--- config.mk ---
export PLATFORM = sky130hd
export DESIGN_NAME = matrix_uart_formatter
export DESIGN_NICKNAME = d
export VERILOG_FILES = /design/src/rtl/matrix_uart_formatter.sv
export SDC_FILE = /design/constraint.sdc
export NUM_CORES = 1
export LEC_CHECK = 0
export ABC_AREA = 0
export BUFFER_PORTS_ARGS = -buffer_cell sky130_fd_sc_hd__buf_2
export CORE_AREA = 2 2 289 291
export DETAILED_ROUTE_END_ITERATION = 6
export DIE_AREA = 0 0 291 293
export PLACE_DENSITY = 0.43
export SYNTH_ARGS = -nofsm -noshare
export SYNTH_HDL_FRONTEND = slang
export SYNTH_SLANG_ARGS = --single-unit
--- constraint.sdc ---
create_clock -name clk -period 4.15 [get_ports clk]
set_clock_uncertainty 0.05 [all_clocks]
set_input_delay 0.415 -clock clk [delete_from_list [all_inputs] [get_ports clk]]
set_output_delay 0.415 -clock clk [all_outputs]
set_load 0.05 [all_outputs]
--- src/rtl/matrix_uart_formatter.sv ---
// rtl/matrix_uart_formatter.sv - streams a runtime-sized matrix as right-aligned ASCII over a byte UART handshake
module matrix_uart_formatter #(
   parameter int DATA_WIDTH = 9,
   parameter int MAX_ROWS   = 8,
   parameter int MAX_COLS   = 10,
   parameter int NUM_DIGITS = 3,
   parameter int CRLF       = 0
) (
   input  logic                                     clk,
   input  logic                                     rst_n,
   input  logic                                     start,
   input  logic                                     abort,
   input  logic [3:0]                               rows,
   input  logic [3:0]                               cols,
   input  logic                                     signed_en,
   input  logic [MAX_ROWS*MAX_COLS*DATA_WIDTH-1:0]  data_flat,
   output logic                                     busy,
   output logic                                     done,
   output logic                                     err,
   input  logic                                     tx_busy,
   output logic                                     tx_start,
   output logic [7:0]                               tx_data
);

   localparam int KW    = (MAX_ROWS * MAX_COLS > 1) ? $clog2(MAX_ROWS * MAX_COLS) : 1;
   localparam int BW    = $clog2(DATA_WIDTH + 1);
   localparam int CW    = $clog2(NUM_DIGITS + 4);
   localparam int BCD_W = 4 * NUM_DIGITS;

   localparam logic [3:0]    MAX_ROWS_L = 4'(MAX_ROWS);
   localparam logic [3:0]    MAX_COLS_L = 4'(MAX_COLS);
   localparam logic [CW-1:0] TERM_LEN   = CW'(1 + CRLF);
   localparam logic [BW-1:0] LAST_BIT   = BW'(DATA_WIDTH - 1);

   typedef enum logic [3:0] {
      S_IDLE,
      S_CHECK,
      S_LOAD,
      S_CONVERT,
      S_EMIT,
      S_SEND,
      S_WAIT_HI,
      S_WAIT_LO,
      S_NEXT,
      S_FINISH,
      S_ERR
   } state_t;

   state_t                r_state;
   state_t                w_next;

   logic                  r_start_d;
   logic [3:0]            r_rows;
   logic [3:0]            r_cols;
   logic                  r_signed;
   logic [3:0]            r_r;
   logic [3:0]            r_c;
   logic [KW-1:0]         r_k;
   logic                  r_neg;
   logic [DATA_WIDTH-1:0] r_bin;
   logic [BCD_W-1:0]      r_bcd;
   logic [BW-1:0]         r_bit;
   logic [CW-1:0]         r_ci;
   logic                  r_abort_pend;
   logic                  r_tx_start;
   logic [7:0]            r_tx_data;

   logic                  w_start_edge;
   logic                  w_dim_bad;
   logic [DATA_WIDTH-1:0] w_elem;
   logic                  w_neg;
   logic [DATA_WIDTH-1:0] w_mag;
   logic [BCD_W-1:0]      w_bcd_adj;
   logic [BCD_W-1:0]      w_bcd_next;
   logic [CW-1:0]         w_lead;
   logic                  w_found;
   logic [CW-1:0]         w_field;
   logic [CW-1:0]         w_total;
   logic [CW-1:0]         w_msd_pos;
   logic [CW-1:0]         w_dig_idx;
   logic                  w_last_col;
   logic                  w_last_row;
   logic [7:0]            w_byte;

   assign w_start_edge = start & ~r_start_d;
   assign w_dim_bad    = (r_rows == 4'd0) || (r_rows > MAX_ROWS_L) ||
                         (r_cols == 4'd0) || (r_cols > MAX_COLS_L);

   // Element k is dense row-major, so a running index avoids a multiplier.
   assign w_elem = data_flat[r_k * DATA_WIDTH +: DATA_WIDTH];
   assign w_neg  = r_signed & w_elem[DATA_WIDTH-1];
   // The most negative input negates to 2^(DATA_WIDTH-1), which still fits the unsigned magnitude width.
   assign w_mag  = w_neg ? (~w_elem + 1'b1) : w_elem;

   assign w_last_col = (r_c == r_cols - 4'd1);
   assign w_last_row = (r_r == r_rows - 4'd1);
   assign w_field    = CW'(NUM_DIGITS) + CW'(r_signed);
   assign w_total    = w_field + (w_last_col ? TERM_LEN : CW'(1));
   assign w_msd_pos  = w_lead + CW'(r_signed);

   assign busy     = (r_state != S_IDLE) && (r_state != S_FINISH) && (r_state != S_ERR);
   assign done     = (r_state == S_FINISH);
   assign err      = (r_state == S_ERR);
   assign tx_start = r_tx_start;
   assign tx_data  = r_tx_data;

   // Double-dabble step: add 3 to every digit >= 5, then shift in the next magnitude bit.
   always_comb begin
      w_bcd_adj = r_bcd;
      for (int i = 0; i < NUM_DIGITS; i++) begin
         if (r_bcd[4*i +: 4] >= 4'd5) begin
            w_bcd_adj[4*i +: 4] = r_bcd[4*i +: 4] + 4'd3;
         end
      end
      w_bcd_next = (w_bcd_adj << 1) | BCD_W'(r_bin[DATA_WIDTH-1]);
   end

   // Count leading zero digits; a zero value keeps its units digit.
   always_comb begin
      w_lead  = CW'(NUM_DIGITS - 1);
      w_found = 1'b0;
      for (int j = 0; j < NUM_DIGITS; j++) begin
         if (!w_found && (r_bcd[4*(NUM_DIGITS-1-j) +: 4] != 4'd0)) begin
            w_lead  = CW'(j);
            w_found = 1'b1;
         end
      end
   end

   // Character at position r_ci of the current element's field plus separator/terminator.
   always_comb begin
      w_byte    = 8'd32;
      w_dig_idx = '0;
      if (r_ci < w_field) begin
         if (r_ci < w_msd_pos) begin
            if (r_neg && (r_ci == w_msd_pos - CW'(1))) begin
               w_byte = 8'd45;
            end
         end else begin
            w_dig_idx = r_ci - CW'(r_signed);
            w_byte    = 8'h30 + {4'd0, r_bcd[4*(NUM_DIGITS-1-int'(w_dig_idx)) +: 4]};
         end
      end else if (!w_last_col) begin
         w_byte = 8'd32;
      end else if ((CRLF != 0) && (r_ci == w_field)) begin
         w_byte = 8'd13;
      end else begin
         w_byte = 8'd10;
      end
   end

   // State register.
   always_ff @(posedge clk or negedge rst_n) begin
      if (!rst_n) begin
         r_state <= S_IDLE;
      end else begin
         r_state <= w_next;
      end
   end

   // Next-state logic; abort jumps to ERR unless a byte is in flight.
   always_comb begin
      w_next = r_state;
      case (r_state)
         S_IDLE:    if (w_start_edge) w_next = S_CHECK;
         S_CHECK:   w_next = (abort || w_dim_bad) ? S_ERR : S_LOAD;
         S_LOAD:    w_next = abort ? S_ERR : S_CONVERT;
         S_CONVERT: begin
            if (abort)                  w_next = S_ERR;
            else if (r_bit == LAST_BIT) w_next = S_EMIT;
         end
         S_EMIT:    w_next = abort ? S_ERR : S_SEND;
         S_SEND: begin
            if (abort)         w_next = S_ERR;
            else if (!tx_busy) w_next = S_WAIT_HI;
         end
         S_WAIT_HI: if (tx_busy) w_next = S_WAIT_LO;
         S_WAIT_LO: begin
            if (!tx_busy) begin
               if (abort || r_abort_pend)          w_next = S_ERR;
               else if (r_ci == w_total - CW'(1))  w_next = S_NEXT;
               else                                w_next = S_EMIT;
            end
         end
         S_NEXT: begin
            if (abort)                         w_next = S_ERR;
            else if (w_last_row && w_last_col) w_next = S_FINISH;
            else                               w_next = S_LOAD;
         end
         S_FINISH:  w_next = S_IDLE;
         S_ERR:     w_next = S_IDLE;
         default:   w_next = S_IDLE;
      endcase
   end

   // Datapath: start capture, element load, BCD conversion, byte strobe and position counters.
   always_ff @(posedge clk or negedge rst_n) begin
      if (!rst_n) begin
         r_start_d    <= 1'b0;
         r_rows       <= '0;
         r_cols       <= '0;
         r_signed     <= 1'b0;
         r_r          <= '0;
         r_c          <= '0;
         r_k          <= '0;
         r_neg        <= 1'b0;
         r_bin        <= '0;
         r_bcd        <= '0;
         r_bit        <= '0;
         r_ci         <= '0;
         r_abort_pend <= 1'b0;
         r_tx_start   <= 1'b0;
         r_tx_data    <= '0;
      end else begin
         r_start_d  <= start;
         r_tx_start <= 1'b0;
         case (r_state)
            S_IDLE: begin
               r_abort_pend <= 1'b0;
               if (w_start_edge) begin
                  r_rows   <= rows;
                  r_cols   <= cols;
                  r_signed <= signed_en;
                  r_r      <= '0;
                  r_c      <= '0;
                  r_k      <= '0;
               end
            end
            S_LOAD: begin
               r_neg <= w_neg;
               r_bin <= w_mag;
               r_bcd <= '0;
               r_bit <= '0;
               r_ci  <= '0;
            end
            S_CONVERT: begin
               r_bcd <= w_bcd_next;
               r_bin <= r_bin << 1;
               r_bit <= r_bit + BW'(1);
            end
            S_SEND: begin
               if (!tx_busy && !abort) begin
                  r_tx_start <= 1'b1;
                  r_tx_data  <= w_byte;
               end
            end
            S_WAIT_HI: begin
               if (abort) r_abort_pend <= 1'b1;
            end
            S_WAIT_LO: begin
               if (abort)    r_abort_pend <= 1'b1;
               if (!tx_busy) r_ci <= r_ci + CW'(1);
            end
            S_NEXT: begin
               r_k <= r_k + KW'(1);
               if (w_last_col) begin
                  r_c <= '0;
                  r_r <= r_r + 4'd1;
               end else begin
                  r_c <= r_c + 4'd1;
               end
            end
            default: begin
            end
         endcase
      end
   end

endmodule
==> flow_metrics.py, run 1 <==
metrics = {
    "clock_tree": {
        "cts_setup_buffers": 0,
        "hold_buffers": 0,
        "post_cts_resized": 0,
        "cts_root_buf": "clkbuf_16",
        "cts_tree": "yes",
        "cts_sinks": 66,
        "clock_path_buffers": 2,
        "worstSkewPairLatency_ns": 0.35,
        "htree_levels": 3,
        "cts_buffers": 9,
        "clkTransAtPathRegs_ns": 0.07,
    },
    "floorplanning": {
        "dieArea_um2": 85300,
        "chipWidth_um": 291,
        "core_um2": 81800,
        "die_y_um": 293,
        "rows": 105,
        "start_util_pct": 12.1,
        "io_pins": 746,
    },
    "synthesis": {
        "syn_inst": 911,
        "ys.flop_type": "dfrtp_1",
        "ys_seq_area_share_pct": 16.7,
        "avgSynthCellArea_um2": 10.9,
        "synthArstFlopShare_pct": 100,
        "yosysTopAreaCell": "mux4_2",
        "synth_cell_type_count": 59,
        "synth_edf_count": 0,
        "ys_ff_latch": 66,
        "ys.warnings.count": 0,
        "synthTopCellsByArea": "mux4_2 39%, dfrtp_1 17%, mux2i_1 6.3%",
        "syn_area_um2": 9890,
        "synth_top_area_share_pct": 39.4,
    },
    "routing": {
        "drt_first_iter_violations": 911,
        "drc": 0,
        "wl_per_cell_um": 26.2,
        "via_per_inst": 4.24,
        "postRouteAntennaNets": 0,
        "first_pass_iters": 7,
        "wl_mm": 71.5,
        "num_vias": 11600,
    },
    "critical_path": {
        "rrSetupSlack_ns": 0.41,
        "cp_slowest_stage_delay_ns": 0.63,
        "criticalPathCategory": "reg -> reg",
        "arrival_ns": 3.92,
        "endpoint_kind": "register",
        "crit_path_start_kind": "register",
        "crit_buf_inv": 3,
        "path_cells": "buf_12, buf_4, mux4_2, a22o_1, a221oi_1, o22ai_1, a211oi_1, buf_4, and3_1, and3_1, mux2i_1, nand2_1",
        "worst_path_max_delay_cell": "dfrtp_4",
        "crit_path_max_fanout": 43,
        "cp_top_family": "compound AO/OA/AOI/OAI gates",
        "required_ns": 4.33,
    },
    "global_route": {
        "track_usage_pct": 16.1,
        "grt_pass1_wl_mm": 94.9,
        "grt_overflow": 0,
        "grt_pass1_vias": 11700,
        "grt_start_max_net_pins": 51,
        "antenna_found_initial": 65,
    },
    "cells_and_area": {
        "seqCellArea_um2": 1660,
        "syn_to_final_growth_pct": 54.7,
        "multiInputGateArea_um2": 7690,
        "final_area_um2": 15300,
        "nFillCells": 9142,
        "layout-drive-gt1-share_pct": 61.4,
        "fin_nets": 2401,
    },
    "timing": {
        "slew_violations": 0,
        "hold_viol": 0,
        "tightest_slew_ns": 1.09,
        "relSlewSlack_pct": 26.4,
        "setup_ws_ns": 0.415,
        "fin_crit_ns": 3.74,
        "max_freq_ghz": 0.268,
        "fin_crit_sh_pct": 90.0,
        "hold_ws_ns": 0.0512,
        "rsz0062_at_grt": "false",
        "setup_viol": 0,
        "timing.setup.tns_ns": 0,
    },
    "power_and_ir_drop": {
        "power-per-cell-area_nw_per_um2": 604,
        "ir_drop_mv": 0.221,
        "cellLeakagePower_nw": 6.82,
    },
    "placement": {
        "dp_slack_ns": 0.357,
        "port_buffers": 743,
        "place.gp.congestion": 0.862,
        "dpl.hpwl_mm": 63.5,
        "dpl-instance-area_um2": 15000,
    },
    "min_path": {
        "hold_path.class": "in -> async",
    },
    "flow_run": {
        "cap_violations": 0,
    },
    "status": {
        "outcome": "finished, final reports clean",
    },
}
-- state kept, by name, indices dropped and copies added, names as in the netlist --
signal,count
r_signed,1
tx_start,1
r_c,4
r_bit,4
r_r,4
r_rows,4
r_bin,9
r_abort_pend,1
r_k,7
tx_data,6
r_ci,3
r_start_d,1
r_state,4
r_bcd,12
r_neg,1
r_cols,4
-- power by group --
part	leakage [nW]	total [W]	internal, W	switching, W
clock network	0.125	0.000738	0.000407	0.000331
logic	5.84	0.00718	0.00334	0.00384
registers	0.860	0.00131	0.000856	0.000455
-- final cells by class --
type	instances	area share (%)
clock inverters	7	0.344
repair buffers	796	27.4
inverters	27	0.663
diodes	14	0.229
multi-input cells	738	50.3
clock buffers	9	1.47
flip-flops and latches	66	10.9
well taps	1070	8.75
-- per-layer routing --
layer / GRT usage [%] / vias to the layer above / wire, µm
met5: 0 / - / 219
met1: 20.7 / 5669 / 30000
met4: 4.87 / 32 / 1750
met3: 4.92 / 109 / 5910
li1: - / 5149 / -
met2: 25.8 / 615 / 33600
-- per-stage QoR --
stage	cells	util (%)	total power, W
floorplan	912	-	0.00596
CTS	2713	18.6	0.00943
global route	2720	18.7	0.00998
detailed placement	2697	18.3	0.00866
global placement	2697	18.3	0.00869
finish	2727	18.7	0.00923
-- cells in the mapped netlist (9+ instances only) --
master	count
o221ai_1	13
nand2_1	90
nor2b_1	9
inv_1	26
ha_1	29
o21ai_0	54
a22o_1	12
clkbuf_1	40
xnor2_1	14
xor2_1	21
nand2b_1	12
buf_6	13
nor3_1	9
a21oi_1	53
nor2_1	45
dfrtp_1	66
a221oi_1	19
mux4_2	173
mux2i_1	62
o22ai_1	14
buf_4	11
nand3_1	15
-- layout by cell type, fill, tap and decap left out, drive strengths merged, types with 14 or more instances in the layout --
| cell type | n |
|---|---|
| diode | 14 |
| nor2 | 45 |
| dfrtp | 66 |
| mux4 | 173 |
| mux2i | 62 |
| inv | 29 |
| xnor2 | 14 |
| nand2 | 90 |
| o21ai | 59 |
| o22ai | 14 |
| xor2 | 21 |
| a21oi | 55 |
| ha | 29 |
| buf | 796 |
| nand3 | 15 |
| a221oi | 19 |
-- cell families (layout without fill, tap and decap cells) --
kind of cell	Yosys count	after routing	share of synthesized area, %
buffers and inverters	108	839	5.72
AO/OA/AOI/OAI	216	216	14.3
XOR/XNOR	35	35	3.10
other	1	16	0.0379
multiplexers	243	243	46.6
flip-flops	66	66	16.7
AND/OR/NAND/NOR	213	213	9.91
adder cells (fa/ha/maj)	29	29	3.67
-- path summary, 6_finish.rpt --
kind | from | end | cells after the start
min reg2reg | tx_data[3] | tx_data[3] | 2
max in group asynchronous | rst_n | r_bcd[5] | 2
min | rst_n | r_state[2] | 1
max reg2reg | r_k[0] | r_bin[6] | 12
max | r_k[0] | r_bin[6] | 12
min in group clk | start | r_start_d | 1
(Power assumes the default switching activity.)
==> run 2: changes to the inputs <==
CELL_PAD_IN_SITES_DETAIL_PLACEMENT = 1   (was default)
CELL_PAD_IN_SITES_GLOBAL_PLACEMENT = 1   (was default)
CORE_AREA = 2 2 291 293   (was 2 2 289 291)
DIE_AREA = 0 0 293 295   (was 0 0 291 293)
PLACE_DENSITY = 0.51   (was 0.43)
==> flow_metrics.py, run 2 (synthesized netlist as in run 1, its figures left out) <==
metrics = {
    "global_route": {
        "grt_overflow": 0,
        "antenna_found_initial": 57,
        "grt_pass1_wl_mm": 104,
        "track_usage_pct": 17.3,
        "grt_start_max_net_pins": 44,
        "grt_pass1_vias": 12800,
    },
    "critical_path": {
        "path_cells": "buf_4, mux4_2, a22o_1, a221oi_1, o22ai_1, a211oi_1, and3_1, and3_1, mux2i_1, nand2_1",
        "worst_path_max_delay_cell": "dfrtp_4",
        "required_ns": 4.34,
        "crit_path_start_kind": "register",
        "r2r_cells": 10,
        "cp_slowest_stage_delay_ns": 0.76,
        "arrival_ns": 3.80,
        "endpoint_kind": "register",
        "criticalPathCategory": "reg -> reg",
        "reg2reg_to": "r_bin[6]",
        "rrSetupSlack_ns": 0.54,
        "path_common_cell": "and3_1",
        "crit_path_max_fanout": 33,
        "r2r_start": "r_k[1]",
    },
    "floorplanning": {
        "start_util_pct": 11.9,
        "chipWidth_um": 293,
        "dieArea_um2": 86400,
        "die_y_um": 295,
        "io_pins": 746,
        "core_um2": 83200,
        "rows": 106,
    },
    "power_and_ir_drop": {
        "comb_power_share_pct": 77.7,
        "ir_drop_mv": 0.226,
        "intPower_w": 0.00473,
        "pwr-share-clk_pct": 8.6,
        "switching_share_pct": 50.1,
        "cellLeakagePower_nw": 6.84,
        "seqPwrFrac_pct": 13.7,
        "power-per-cell-area_nw_per_um2": 619,
        "switching_power_w": 0.00475,
    },
    "cells_and_area": {
        "seqCellArea_um2": 1660,
        "largest_register_ffs": 12,
        "largestRegisters": "r_bcd x12, r_bin x9, r_k x7",
        "fin_nets": 2399,
        "layout_commonest_cell": "buf_2",
        "multiInputGateArea_um2": 7690,
        "layout-drive-gt1-share_pct": 61.2,
        "regMostFlops": "r_bcd",
        "final_cell_mix": "743 x buf_2, 173 x mux4_2, 90 x nand2_1",
        "syn_to_final_growth_pct": 55.0,
        "nFillCells": 9854,
    },
    "routing": {
        "postRouteAntennaNets": 0,
        "num_vias": 11700,
        "drt_first_iter_violations": 611,
        "drc": 0,
        "first_pass_iters": 5,
        "wl_mm": 77.9,
        "via_per_inst": 4.29,
        "wl_per_cell_um": 28.5,
    },
    "clock_tree": {
        "clkTransAtPathRegs_ns": 0.06,
        "htree_levels": 3,
        "cts_root_buf": "clkbuf_16",
        "worstSkewPairLatency_ns": 0.36,
        "cts_setup_buffers": 0,
        "hold_buffers": 0,
        "clock_path_buffers": 2,
        "cts_sinks": 66,
        "cts_tree": "yes",
        "cts_buffers": 9,
        "post_cts_resized": 0,
    },
    "timing": {
        "hold_viol": 0,
        "max_freq_ghz": 0.277,
        "setup_ws_ns": 0.536,
        "hold_ws_ns": 0.0143,
        "rsz0062_at_grt": "false",
        "tightest_slew_ns": 1.08,
        "relSlewSlack_pct": 27.2,
        "fin_crit_sh_pct": 87.1,
        "fin_crit_ns": 3.61,
        "setup_viol": 0,
        "timing.setup.tns_ns": 0,
        "slew_violations": 0,
    },
    "placement": {
        "dp_slack_ns": 0.541,
        "port_buffers": 743,
        "place.gp.congestion": 0.958,
        "dpl.hpwl_mm": 69.5,
    },
    "status": {
        "outcome": "finished, final reports clean",
    },
    "flow_run": {
        "cap_violations": 0,
    },
    "min_path": {
        "hold_path.class": "in -> async",
    },
}
[run 2: power by group through the flow]
stage	Sequential [W]	Clock, W	Combinational (W)
2_1_floorplan	0.00100	0	0.00496
3_3_place_gp	0.00131	0	0.00744
3_5_place_dp	0.00132	0	0.00752
4_1_cts	0.00131	0.000840	0.00756
5_1_grt	0.00135	0.000868	0.00795
6_report	0.00130	0.000812	0.00736
[run 2: cell type report]
| cell class | count | share of cell area (%) |
|---|---|---|
| clock inverter | 4 | 0.335 |
| timing repair buffer | 794 | 27.3 |
| clock buffer | 12 | 1.61 |
| tap | 1080 | 8.82 |
| inverter | 27 | 0.662 |
| multi-input combinational | 738 | 50.2 |
| sequential | 66 | 10.9 |
| antenna | 11 | 0.180 |
[run 2: worst max-delay path by stage]
stage               slack, ns  endpoint  depth (start not counted)   start
finish                   0.54  r_bin[6]                         10  r_k[1]
detailed placement       0.54  r_bin[6]                         13  r_k[0]
CTS                      0.52  r_bin[6]                         13  r_k[0]
floorplan                1.04  r_bin[6]                         12  r_k[1]
global placement         0.47  r_bin[6]                         11  r_k[0]
global route             0.29  r_bin[1]                         11  r_k[0]
[run 2: critical path: cells and delay by family (launching register included)]
kind / cells / cell delay (ns)
buffers and inverters: 1 / 0.40
multiplexers: 2 / 0.54
flip-flops: 1 / 0.76
AND/OR/NAND/NOR: 3 / 0.49
AO/OA/AOI/OAI: 4 / 1.24
[run 2: metrics by stage]
stage / utilization [%] / instances / power, W / cell area, µm²
finish: 18.4 / 2732 / 0.00948 / 15300
detailed placement: 18.0 / 2705 / 0.00884 / 15000
global placement: 18.0 / 2705 / 0.00874 / 15000
floorplan: - / 912 / 0.00596 / 9890
global route: 18.4 / 2723 / 0.0102 / 15300
CTS: 18.4 / 2721 / 0.00970 / 15300
[run 2: per-layer routing]
layer  vias up  track usage (%)  routed length [µm]
li1       5138                -                   -
met2       532             31.0               39500
met5         -                0                 127
met3        89             4.58                5980
met4        22             1.13                 622
met1      5949             21.7               31700
==> run 3: changes to the inputs <==
CORE_AREA = 5 5 286 288   (was 2 2 291 293)
DIE_AREA = 0 0 291 293   (was 0 0 293 295)
PLACE_DENSITY = default   (was 0.51)
PLACE_DENSITY_LB_ADDON = 0.15   (was default)
==> flow_metrics.py, run 3 (synthesized netlist as in run 1, its figures left out) <==
metrics = {
    "timing": {
        "fin_crit_ns": 3.81,
        "relSlewSlack_pct": 29.4,
        "slew_violations": 0,
        "setup_viol": 0,
        "max_freq_ghz": 0.262,
        "hold_ws_ns": 0.128,
        "rsz0062_at_grt": "false",
        "hold_viol": 0,
        "setup_ws_ns": 0.340,
        "timing.setup.tns_ns": 0,
        "fin_crit_sh_pct": 91.8,
        "tightest_slew_ns": 1.05,
    },
    "global_route": {
        "grt_pass1_wl_mm": 107,
        "grt_pass1_vias": 13100,
        "grt_overflow": 0,
        "antenna_found_initial": 49,
        "track_usage_pct": 17.7,
        "grt_start_max_net_pins": 70,
    },
    "clock_tree": {
        "worstSkewPairLatency_ns": 0.35,
        "cts_tree": "yes",
        "cts_sinks": 66,
        "cts_root_buf": "clkbuf_16",
        "cts_buffers": 9,
        "htree_levels": 3,
        "clock_path_buffers": 2,
        "cts_setup_buffers": 0,
        "post_cts_resized": 0,
        "clkTransAtPathRegs_ns": 0.06,
        "hold_buffers": 0,
    },
    "routing": {
        "first_pass_iters": 5,
        "postRouteAntennaNets": 0,
        "num_vias": 11600,
        "wl_mm": 79.3,
        "drc": 0,
        "via_per_inst": 4.28,
        "drt_first_iter_violations": 606,
        "wl_per_cell_um": 29.4,
    },
    "cells_and_area": {
        "final-instance-count-excl-fill": 2703,
        "nFillCells": 9415,
        "final_area_um2": 15200,
        "final_cell_mix": "743 x buf_2, 173 x mux4_2, 90 x nand2_1",
        "fin_nets": 2393,
        "layout_commonest_cell": "buf_2",
        "largest_register_ffs": 12,
        "syn_to_final_growth_pct": 54.3,
        "regMostFlops": "r_bcd",
        "largestRegisters": "r_bcd x12, r_bin x9, r_k x7",
        "layout-drive-gt1-share_pct": 60.9,
    },
    "placement": {
        "dpl.hpwl_mm": 70.8,
        "place.gp.congestion": 0.902,
        "placed_cells": 2669,
        "port_buffers": 743,
        "dpl-instance-area_um2": 14900,
        "dp_slack_ns": 0.183,
    },
    "power_and_ir_drop": {
        "cellLeakagePower_nw": 6.81,
        "ir_drop_mv": 0.263,
        "power-per-cell-area_nw_per_um2": 612,
    },
    "min_path": {
        "hold_path.class": "in -> async",
    },
    "critical_path": {
        "arrival_ns": 4.00,
        "required_ns": 4.34,
        "crit_path_max_fanout": 29,
        "crit_path_start_kind": "register",
        "endpoint_kind": "register",
        "criticalPathCategory": "reg -> reg",
    },
    "floorplanning": {
        "start_util_pct": 12.6,
        "chipWidth_um": 291,
        "rows": 103,
        "io_pins": 746,
        "dieArea_um2": 85300,
        "core_um2": 78600,
        "die_y_um": 293,
    },
    "status": {
        "outcome": "finished, final reports clean",
    },
    "flow_run": {
        "cap_violations": 0,
    },
}
[run 3: area by class of cell]
class	count	area (µm²)	area share, %
multi-input combinational	738	7680	50.4
clock inverter	2	35.0	0.230
sequential	66	1660	10.9
timing repair buffer	788	4140	27.2
tap	1050	1310	8.62
clock buffer	14	264	1.73
antenna	18	45.0	0.295
inverter	27	101	0.665
[run 3: power by group]
group	switching, W	internal, W
registers	0.000385	0.000856
logic	0.00398	0.00329
clock network	0.000319	0.000498
total	0.00469	0.00465
[run 3: path summary, 6_finish.rpt]
| kind | cells past startpoint | slack [ns] | end | startpoint |
|---|---|---|---|---|
| max | 11 | 0.34 | r_bin[6] | r_k[0] |
| min | 1 | 0.13 | r_start_d | rst_n |
| max reg2reg | 11 | 0.34 | r_bin[6] | r_k[0] |
| min reg2reg | 2 | 0.42 | tx_data[4] | tx_data[4] |
| max in group asynchronous | 2 | 3.02 | r_k[1] | rst_n |
| min in group clk | 1 | 0.13 | r_start_d | start |
[run 3: worst max-delay path: stages (launching register included)]
cell	delay [ns]
dfrtp_4	0.49
buf_12	0.23
buf_12	0.27
mux4_2	0.54
a22o_1	0.24
a211oi_1	0.45
a211oi_1	0.14
a211oi_1	0.50
and3_1	0.22
and3_1	0.21
mux2i_1	0.23
nand2_1	0.07
[run 3: per-stage QoR]
stage,util [%],power [W]
finish,19.4,0.00934
global route,19.4,0.0101
CTS,19.3,0.00956
detailed placement,19.0,0.00869
global placement,19.0,0.00863
floorplan,-,0.00596
[run 3: layer usage]
metal / track usage (%) / routed length [µm]
met2: 29.9 / 39200
met3: 5.59 / 5940
met4: 4.57 / 1710
met1: 22.1 / 32400
met5: 0 / 107
